<file path="src/rtl/pc_checkpoint_buffer.sv">
// Outstanding instruction-fetch tracker with a committed safe-PC checkpoint.
// On rollback it holds fetches, drains in-flight responses, then offers the checkpoint.
module pc_checkpoint_buffer #(
  parameter int unsigned DEPTH     = 4,
  parameter logic [31:0] BOOT_ADDR = 32'h0000_0000
) (
  input  logic                       clk_i,
  input  logic                       rst_ni,
  input  logic                       instr_req_i,
  input  logic                       instr_gnt_i,
  input  logic                       instr_rvalid_i,
  input  logic [31:0]                instr_addr_i,
  input  logic                       commit_i,
  input  logic                       rollback_i,
  input  logic                       restore_ack_i,
  output logic                       fetch_hold_o,
  output logic                       restore_valid_o,
  output logic [31:0]                restore_addr_o,
  output logic [31:0]                ckpt_addr_o,
  output logic [$clog2(DEPTH):0]     outstanding_o,
  output logic                       overflow_o,
  output logic                       protocol_err_o
);

  localparam int unsigned PW = $clog2(DEPTH);
  localparam int unsigned CW = PW + 1;

  typedef enum logic [1:0] {IDLE, DRAIN, RESTORE} state_t;

  state_t          state_q, state_d;
  logic [31:0]     mem [DEPTH];
  logic [PW-1:0]   wr_ptr, rd_ptr;
  logic [CW-1:0]   count, count_nxt;
  logic [31:0]     last_retired, ckpt_addr;
  logic [31:0]     pop_addr;
  logic            full, empty, push, pop_ok, push_ok;
  logic            commit_ok;

  assign full    = (count == CW'(DEPTH));
  assign empty   = (count == '0);
  assign push    = instr_req_i & instr_gnt_i;
  assign pop_ok  = instr_rvalid_i & ~empty;
  // A pop frees a slot in the same cycle, so a full FIFO still accepts the push.
  assign push_ok = push & (~full | pop_ok);
  assign pop_addr  = mem[rd_ptr];
  assign count_nxt = count + CW'(push_ok) - CW'(pop_ok);
  assign commit_ok = commit_i & (state_q == IDLE);

  always_ff @(posedge clk_i) begin
    if (push_ok) mem[wr_ptr] <= instr_addr_i;
  end

  always_ff @(posedge clk_i or negedge rst_ni) begin
    if (!rst_ni) begin
      wr_ptr         <= '0;
      rd_ptr         <= '0;
      count          <= '0;
      last_retired   <= BOOT_ADDR;
      ckpt_addr      <= BOOT_ADDR;
      overflow_o     <= 1'b0;
      protocol_err_o <= 1'b0;
    end else begin
      if (push_ok) wr_ptr <= wr_ptr + 1'b1;
      if (pop_ok) begin
        rd_ptr       <= rd_ptr + 1'b1;
        last_retired <= pop_addr;
      end
      count <= count_nxt;
      if (push & full & ~pop_ok) overflow_o <= 1'b1;
      if (instr_rvalid_i & empty) protocol_err_o <= 1'b1;
      // Bypass the address retiring this cycle so a same-cycle commit sees it.
      if (commit_ok) ckpt_addr <= pop_ok ? pop_addr : last_retired;
    end
  end

  always_ff @(posedge clk_i or negedge rst_ni) begin
    if (!rst_ni) state_q <= IDLE;
    else         state_q <= state_d;
  end

  always_comb begin
    state_d = state_q;
    case (state_q)
      IDLE:    if (rollback_i) state_d = (count_nxt != '0) ? DRAIN : RESTORE;
      DRAIN:   if (count_nxt == '0) state_d = RESTORE;
      RESTORE: if (restore_ack_i) state_d = IDLE;
      default: state_d = IDLE;
    endcase
  end

  assign fetch_hold_o    = (state_q != IDLE);
  assign restore_valid_o = (state_q == RESTORE);
  assign restore_addr_o  = ckpt_addr;
  assign ckpt_addr_o     = ckpt_addr;
  assign outstanding_o   = count;

endmodule

</file>
<file path="config.mk">
export PLATFORM = sky130hd
export DESIGN_NAME = pc_checkpoint_buffer
export DESIGN_NICKNAME = d
export VERILOG_FILES = /design/src/rtl/pc_checkpoint_buffer.sv
export SDC_FILE = /design/constraint.sdc
export NUM_CORES = 1
export LEC_CHECK = 0
export ABC_AREA = 0
export CORE_AREA = 2 2 129 131
export DETAILED_ROUTE_END_ITERATION = 16
export DIE_AREA = 0 0 131 133
export GPL_ROUTABILITY_DRIVEN = 0
export PLACE_DENSITY = 0.73
export SLEW_MARGIN = 20
export SYNTH_ARGS = -nofsm -noshare
export SYNTH_HDL_FRONTEND = slang
export SYNTH_SLANG_ARGS = --single-unit
</file>
<file path="constraint.sdc">
create_clock -name clk_i -period 2.7 [get_ports clk_i]
set_input_delay 0.675 -clock clk_i [delete_from_list [all_inputs] [get_ports clk_i]]
set_output_delay 0.675 -clock clk_i [all_outputs]
set_load 0.01 [all_outputs]
</file>
==> out/results.txt, run 1 <==
register area share after synthesis: 73.2%
htree depth: 1
clk_lat worst skew: 0.49 ns
post-DR wirelength/cell: 17.0 microns
min-delay worst type: input port to async pin
largest net degree at the start of global routing: 65
Hold WS: 0.161 ns
finished layout cell area: 0.00962 sq mm
IO Pins: 111
Num CTS Buffers: 21
Synth Register Bits: 203
Pins Over Slew Limit: 0
Max VDD drop: 0.524 mV
crit end category: flop
hpwl dp: 8.90 mm
die span in y: 133 microns
Worst setup SP type: input port
WL final: 13.9 mm
Clock Tree Root: clkbuf_16
pwr/cell area: 1110 mW/mm^2
number of global-route vias before repair: 4393
Clock Skew: 0.0152 ns
GRT overflow: 0
Initial Utilization: 48.3%
CTS Buffer Depth: 3
cells after synthesis: 487
Max Cap Viol: 0
area leader, netlist: edfxtp_1
Sink Count: 203
top cell type's share of synthesized area: 49.2%
TritonCTS clock tree: done
Avg Vias per Cell: 5.07
dpl cell area: 0.00899 sq mm
WP data arrival: 2.92 ns
Yosys cell types: 30
synth top area cells: edfxtp_1 49%, dfrtp_1 24%, mux4_2 9.2%, nand2_1 4.7%, buf_4 3.1%
Vias: 4146
Worst Path Class, Setup: input port to flop
Least-Margin Pin Slew: 0.817 ns
initial antenna violation count: 0
Slew headroom: 45.5%
core area: 0.0162 sq mm
ratio of cells with drive above 1 in the final layout: 15.4%
status: finished clean
Ys Warns: 0
Initial DRC Count: 241
Synth-to-Final Area Change: 23.1%
final hold violation count: 0
all-layer global routing usage: 16.8%
unrepaired setup endpoints after global routing: no
worst-path maximum fanout: 3
fill count: 1221
antenna fix cells: 0
Synth Area per Inst: 16.1 sq um
Tmin final: 2.55 ns
post-route ant nets: 0
Lkg Pwr: 0.00363 uW
setup TNS: 0 ns
fmax: 392 MHz
drt first pass iters: 4
DIE AREA: 0.0174 sq mm
Syn Nets: 534
total power: 10700 uW
Register Area: 0.00572 sq mm
Rows: 47
footprint of the multi-input gates: 0.00172 sq mm
mapped cell area: 0.00782 sq mm
Tcrit/Tclk final: 94.4%
clk slew on worst S/H paths: 0.06 ns
Net count, final: 631
DRC violations left: 0
Port Buf Inserts: 110
setup violators final: 0
Die W: 131 microns
Req. time, crit path: 3.07 ns
first-pass GRT wire length: 22.6 mm
hold_buf cts: 0
==> through the flow <==
step,util (%),instances,worst slack (ns)
2_1_floorplan,-,487,0.141
3_3_place_gp,55.6,781,-0.327
3_5_place_dp,55.6,781,-0.400
4_1_cts,59.5,818,0.0725
5_1_grt,59.5,818,0.0112
6_report,59.5,818,0.150
==> final cells by class <==
cell class              count  share of cell area [%]
multi-input cells         224                    17.9
clock buffers              29                    5.88
well taps                 220                    2.86
repair buffers            127                    13.0
clock inverters             8                   0.637
inverters                   7                   0.273
flip-flops and latches    203                    59.5
==> placed cells by master, fill, tap and decap left out, types with 2 or more instances in the layout <==
master / instances
buf_4: 16
nand2_1: 98
dfrtp_1: 73
edfxtp_1: 128
inv_1: 6
buf_12: 2
a31oi_1: 32
xnor2_1: 3
clkinv_1: 3
and2_2: 4
clkinv_2: 4
clkbuf_16: 21
nor2_1: 34
clkdlybuf4s50_1: 109
ha_1: 6
dfrtp_2: 2
clkbuf_1: 7
nor3_1: 2
mux4_2: 32
==> critical path, stage by stage <==
cell	delay (ns)
clkdlybuf4s50_1	0.45
nor4b_2	0.36
nor2_1	0.11
inv_1	0.07
ha_1	0.12
inv_1	0.04
ha_1	0.18
fa_1	0.38
xnor3_2	0.26
o41ai_2	0.28
==> cell families after synthesis <==
kind of cell	share of synthesized area, %
AO/OA/AOI/OAI	3.34
flip-flops	73.2
buffers and inverters	4.98
AND/OR/NAND/NOR	7.30
multiplexers	9.36
XOR/XNOR	0.640
adder cells (fa/ha/maj)	1.22
==> registers in the layout (all words and copies together), names as in the netlist <==
signal,cells
state_q,2
last_retired,32
wr_ptr,2
outstanding_o,3
mem,128
protocol_err_o,1
overflow_o,1
ckpt_addr_o,32
rd_ptr,2
==> metal layers <==
metal,track usage [%],vias up,share of wire [%]
li1,-,1939,-
met1,21.5,2079,40
met2,29.4,107,53
met3,2.67,21,4.9
met4,5.02,0,1.9
met5,0,-,0
==> repair_timing <==
action | CTS | global route
buffers inserted | 0 | 0
gates resized for setup | 0 | 1
endpoints found under the setup margin | 0 | 2
endpoints found under the hold margin | 0 | 0
==> final timing paths <==
path / slack [ns] / end / depth (start not counted) / start
max in group asynchronous: 1.96 / last_retired[2] / 2 / rst_ni
min: 0.16 / ckpt_addr_o[24] / 1 / rst_ni
max reg2reg: 0.32 / state_q[1] / 9 / outstanding_o[2]
min reg2reg: 0.46 / protocol_err_o / 1 / protocol_err_o
max: 0.15 / state_q[1] / 10 / instr_rvalid_i
min in group clk_i: 0.46 / protocol_err_o / 1 / protocol_err_o
==> Yosys cell counts <==
| cell | n |
|---|---|
| nor3b_1 | 1 |
| o31ai_4 | 1 |
| ha_1 | 6 |
| edfxtp_1 | 128 |
| dfrtp_1 | 75 |
| nor2_1 | 34 |
| nand2_1 | 98 |
| buf_2 | 11 |
| inv_1 | 6 |
| inv_2 | 1 |
| clkbuf_1 | 3 |
| a21o_1 | 1 |
| nor3_1 | 2 |
| o41ai_2 | 1 |
| nand2b_1 | 1 |
| nor2b_1 | 1 |
| xnor3_2 | 1 |
| xnor2_1 | 3 |
| o21bai_1 | 1 |
| mux4_2 | 32 |
| mux2_2 | 1 |
| buf_6 | 4 |
| a31o_2 | 1 |
| a31oi_1 | 32 |
| buf_4 | 32 |
| and2_2 | 4 |
| fa_1 | 1 |
| buf_1 | 3 |
| nor4b_1 | 1 |
| or2_2 | 1 |
==> power by group <==
group / switching, uW / internal (uW)
sequential: 490 / 4100
clock: 1090 / 1550
combinational: 1560 / 1900
total: 3140 / 7550
No activity file was read; power rests on OpenSTA's default activity.
==> run 2: changes to the inputs <==
CORE_AREA = 2 2 153 155   (was 2 2 129 131)
DIE_AREA = 0 0 155 157   (was 0 0 131 133)
PLACE_DENSITY = unset   (was 0.73)
SLEW_MARGIN = 40   (was 20)
==> out/results.txt, run 2 (same netlist as run 1, synthesis figures left out) <==
Clock Skew: 0.00966 ns
Initial DRC Count: 188
first-pass GRT wire length: 24.0 mm
DIE AREA: 0.0243 sq mm
min-delay worst type: input port to async pin
worst-path maximum fanout: 3
setup violators final: 0
WL final: 15.2 mm
Placement Setup Slack: -0.434 ns
clk_lat worst skew: 0.49 ns
GRT overflow: 0
CTS Buffer Depth: 3
Reg-to-Reg End: state_q[1]
Tmin final: 2.55 ns
Slew headroom: 54.1%
final core occ: 43.9%
FF-to-FF Start: outstanding_o[2]
Worst setup SP type: input port
Die W: 155 microns
Synth-to-Final Area Change: 26.3%
Worst Path Class, Setup: input port to flop
core area: 0.0225 sq mm
crit path to: state_q[1]
Clock Tree Root: clkbuf_16
Max VDD drop: 0.449 mV
Largest Register: mem
status: finished clean
DRC violations left: 0
unrepaired setup endpoints after global routing: no
fmax: 392 MHz
pwr/cell area: 1130 mW/mm^2
Rows: 55
post-DR wirelength/cell: 17.1 microns
max FFs per register: 128
Post-CTS Resized: 0
Sink Count: 203
Least-Margin Pin Slew: 0.689 ns
commonest non-fill, non-tap cell in the layout: edfxtp_1
Net count, final: 633
Lkg Pwr: 0.00370 uW
clk slew on worst S/H paths: 0.06 ns
antenna fix cells: 0
initial antenna violation count: 0
Critical Path Start: instr_rvalid_i
TritonCTS clock tree: done
Num CTS Buffers: 22
IO Pins: 111
final hold violation count: 0
Vias: 4218
Req. time, crit path: 3.08 ns
Avg Vias per Cell: 4.76
Tcrit/Tclk final: 94.4%
Reg2Reg Depth: 9
die span in y: 157 microns
Pins Over Slew Limit: 0
Port Buf Inserts: 110
largest net degree at the start of global routing: 65
all-layer global routing usage: 12.7%
crit end category: flop
post-route ant nets: 0
hold_buf cts: 0
drt first pass iters: 6
Initial Utilization: 34.7%
Post-CTS Setup Bufs: 0
Max Cap Viol: 0
number of global-route vias before repair: 4441
htree depth: 1
most frequent cells in the layout: 128 x edfxtp_1, 109 x clkdlybuf4s50_1, 98 x nand2_1
ratio of cells with drive above 1 in the final layout: 16.4%
worst setup margin: 0.150 ns
R2R setup slack: 0.27 ns
WP data arrival: 2.93 ns
hpwl dp: 9.95 mm
## run 2: changes by cell type in the layout (fill, tap and decap cells not counted), moves of 2 or more
| cell | delta |
|---|---|
| clkinv_1 | -2 |
| clkbuf_16 | +2 |
| buf_4 | -2 |
| bufinv_16 | +2 |
| buf_12 | +3 |
## run 2: worst max-delay path, cell delays in order
cell and delay (ns):
clkdlybuf4s50_1 0.51, nor4b_2 0.07, nor2_1 0.17, inv_1 0.07, ha_1 0.27, inv_1 0.04, ha_1 0.18, fa_1 0.39
xnor3_2 0.27, o41ai_2 0.29
## run 2: power breakdown
part	switching, uW	leakage (uW)	total (uW)	internal [uW]
Sequential	545	0.00204	4650	4100
Clock	1140	0.000365	3040	1900
Combinational	1530	0.00130	3460	1930
## run 2: through the flow
stage | setup TNS (ns) | total power, uW | instance area, sq um | hold WS (ns) | std cells
6_report | 0 | 11200 | 9880 | 0.220 | 887
5_1_grt | 0 | 11800 | 9880 | 0.257 | 887
4_1_cts | 0 | 11300 | 9870 | 0.240 | 887
3_5_place_dp | -1.04 | 8260 | 9120 | 0.461 | 847
3_3_place_gp | -0.664 | 8140 | 9120 | 0.444 | 847
2_1_floorplan | 0 | 6860 | 7820 | 0.379 | 487
## run 2: worst min path at each step
| stage | start | end | slack, ns | cells after the start |
|---|---|---|---|---|
| after CTS | rst_ni | protocol_err_o | 0.24 | 1 |
| after global routing | rst_ni | protocol_err_o | 0.26 | 1 |
| after detailed placement | last_retired[14] | last_retired[14] | 0.46 | 2 |
| after floorplan | rst_ni | ckpt_addr_o[0] | 0.38 | 0 |
| after global placement | protocol_err_o | protocol_err_o | 0.44 | 1 |
| final | rst_ni | protocol_err_o | 0.22 | 1 |
## run 2: metal layers
layer  vias to the layer above  wire length [microns]  track usage, %  share of wire (%)
li1                       1940                      -               -                  -
met1                      2159                   6510            16.1                 43
met2                        99                   7550            22.1                 50
met3                        20                    889            3.00                5.9
met4                         0                    239            3.04                1.6
met5                         -                      0               0                  0
## run 2: layout make-up
class	instances	area, sq um
fill	1977	12600
inverter	7	26.3
multi-input combinational	224	1720
tap	285	357
sequential	203	5730
clock inverter	9	125
timing repair buffer	128	1300
clock buffer	31	626
==> run 3: changes to the inputs <==
MAX_ROUTING_LAYER = met4   (was unset)
==> out/results.txt, run 3 (same netlist as run 1, synthesis figures left out) <==
Initial Utilization: 34.7%
all-layer global routing usage: 13.1%
Port Buf Inserts: 110
status: finished clean
htree depth: 1
Pins Over Slew Limit: 0
Max VDD drop: 0.450 mV
number of global-route vias before repair: 4446
Avg Vias per Cell: 4.77
GRT overflow: 0
setup TNS: 0 ns
Largest Register: mem
most frequent cells in the layout: 128 x edfxtp_1, 109 x clkdlybuf4s50_1, 98 x nand2_1
post-route ant nets: 0
Num CTS Buffers: 22
Register Area: 0.00573 sq mm
setup violators final: 0
Initial DRC Count: 187
Net count, final: 633
Clock Tree Root: clkbuf_16
commonest non-fill, non-tap cell in the layout: edfxtp_1
Die W: 155 microns
clk slew on worst S/H paths: 0.06 ns
Lkg Pwr: 0.00370 uW
sw frac: 28.8%
WL final: 15.2 mm
CTS Buffer Depth: 3
pwr/cell area: 1130 mW/mm^2
Tmin final: 2.56 ns
Logic pwr share: 31.1%
die span in y: 157 microns
Vias: 4231
ratio of cells with drive above 1 in the final layout: 16.4%
Slew headroom: 54.2%
clk_lat worst skew: 0.49 ns
footprint of the multi-input gates: 0.00172 sq mm
DRC violations left: 0
unrepaired setup endpoints after global routing: no
post-DR wirelength/cell: 17.1 microns
WP data arrival: 2.94 ns
DIE AREA: 0.0243 sq mm
core area: 0.0225 sq mm
Tcrit/Tclk final: 94.7%
fill count: 1977
Least-Margin Pin Slew: 0.686 ns
first-pass GRT wire length: 24.0 mm
min-delay worst type: input port to async pin
fmax: 391 MHz
largest net degree at the start of global routing: 65
Clock Power Share: 27.3%
worst setup margin: 0.142 ns
Synth-to-Final Area Change: 26.3%
Clock Skew: 0.00856 ns
Worst Path Class, Setup: input port to flop
Max Cap Viol: 0
Sink Count: 203
Req. time, crit path: 3.08 ns
final hold violation count: 0
drt first pass iters: 4
final core occ: 43.9%
worst-path maximum fanout: 3
hpwl dp: 9.95 mm
crit end category: flop
Rows: 55
Placement Setup Slack: -0.434 ns
initial antenna violation count: 0
Power Internal: 7940 uW
TritonCTS clock tree: done
max FFs per register: 128
sequential share of power: 41.7%
Worst setup SP type: input port
IO Pins: 111
fin cells: 887
Switch Pwr: 3220 uW
placed cells: 847
antenna fix cells: 0
total power: 11200 uW
## run 3: cell counts in the layout (fill, tap and decap cells not counted)
No cell type changed its count.
## run 3: layer usage
metal	track usage, %	vias to the layer above	part of all wire, %	wire [microns]
met4	3.04	0	1.4	208
li1	-	1940	-	-
met5	-	-	0	0
met1	16.3	2179	43	6600
met3	2.84	18	5.4	817
met2	22.1	94	50	7570
## run 3: critical path: stages
cell and delay, ns:
clkdlybuf4s50_1 0.51, nor4b_2 0.07, nor2_1 0.18, inv_1 0.07, ha_1 0.27, inv_1 0.04
ha_1 0.18, fa_1 0.39, xnor3_2 0.27, o41ai_2 0.29
## run 3: area by class of cell
cell class              instances  share of cell area (%)
clock buffers                  31                    6.33
inverters                       7                   0.266
well taps                     285                    3.61
multi-input cells             224                    17.4
clock inverters                 9                    1.27
flip-flops and latches        203                    58.0
repair buffers                128                    13.1
## run 3: path summary, 6_finish.rpt
path	start	cells past startpoint	end	slack, ns
worst max register to register	outstanding_o[2]	9	state_q[1]	0.26
min in group clk_i	last_retired[20]	2	last_retired[20]	0.47
worst max-delay path	instr_rvalid_i	10	state_q[1]	0.14
worst min-delay path	rst_ni	1	protocol_err_o	0.22
worst min register to register	last_retired[20]	2	last_retired[20]	0.47
max in group asynchronous	rst_ni	2	ckpt_addr_o[25]	1.80
## run 3: power by group through the flow
stage / clock network, uW / registers, uW / logic (uW)
2_1_floorplan: 0 / 4590 / 2270
3_3_place_gp: 0 / 4680 / 3460
3_5_place_dp: 0 / 4740 / 3530
4_1_cts: 3130 / 4680 / 3530
5_1_grt: 3270 / 4770 / 3800
6_report: 3040 / 4650 / 3470
## run 3: stage by stage
| step | hold WS (ns) | cell area (sq um) |
|---|---|---|
| floorplan | 0.379 | 7820 |
| finish | 0.217 | 9880 |
| global placement | 0.444 | 9120 |
| global route | 0.257 | 9880 |
| CTS | 0.240 | 9870 |
| detailed placement | 0.461 | 9120 |
## run 3: what timing repair did
| item | CTS | global route |
|---|---|---|
| resized for setup | 0 | 1 |
| buffers inserted | 0 | 0 |
| hold buffers | 0 | 0 |
| setup endpoints to repair | 0 | 2 |
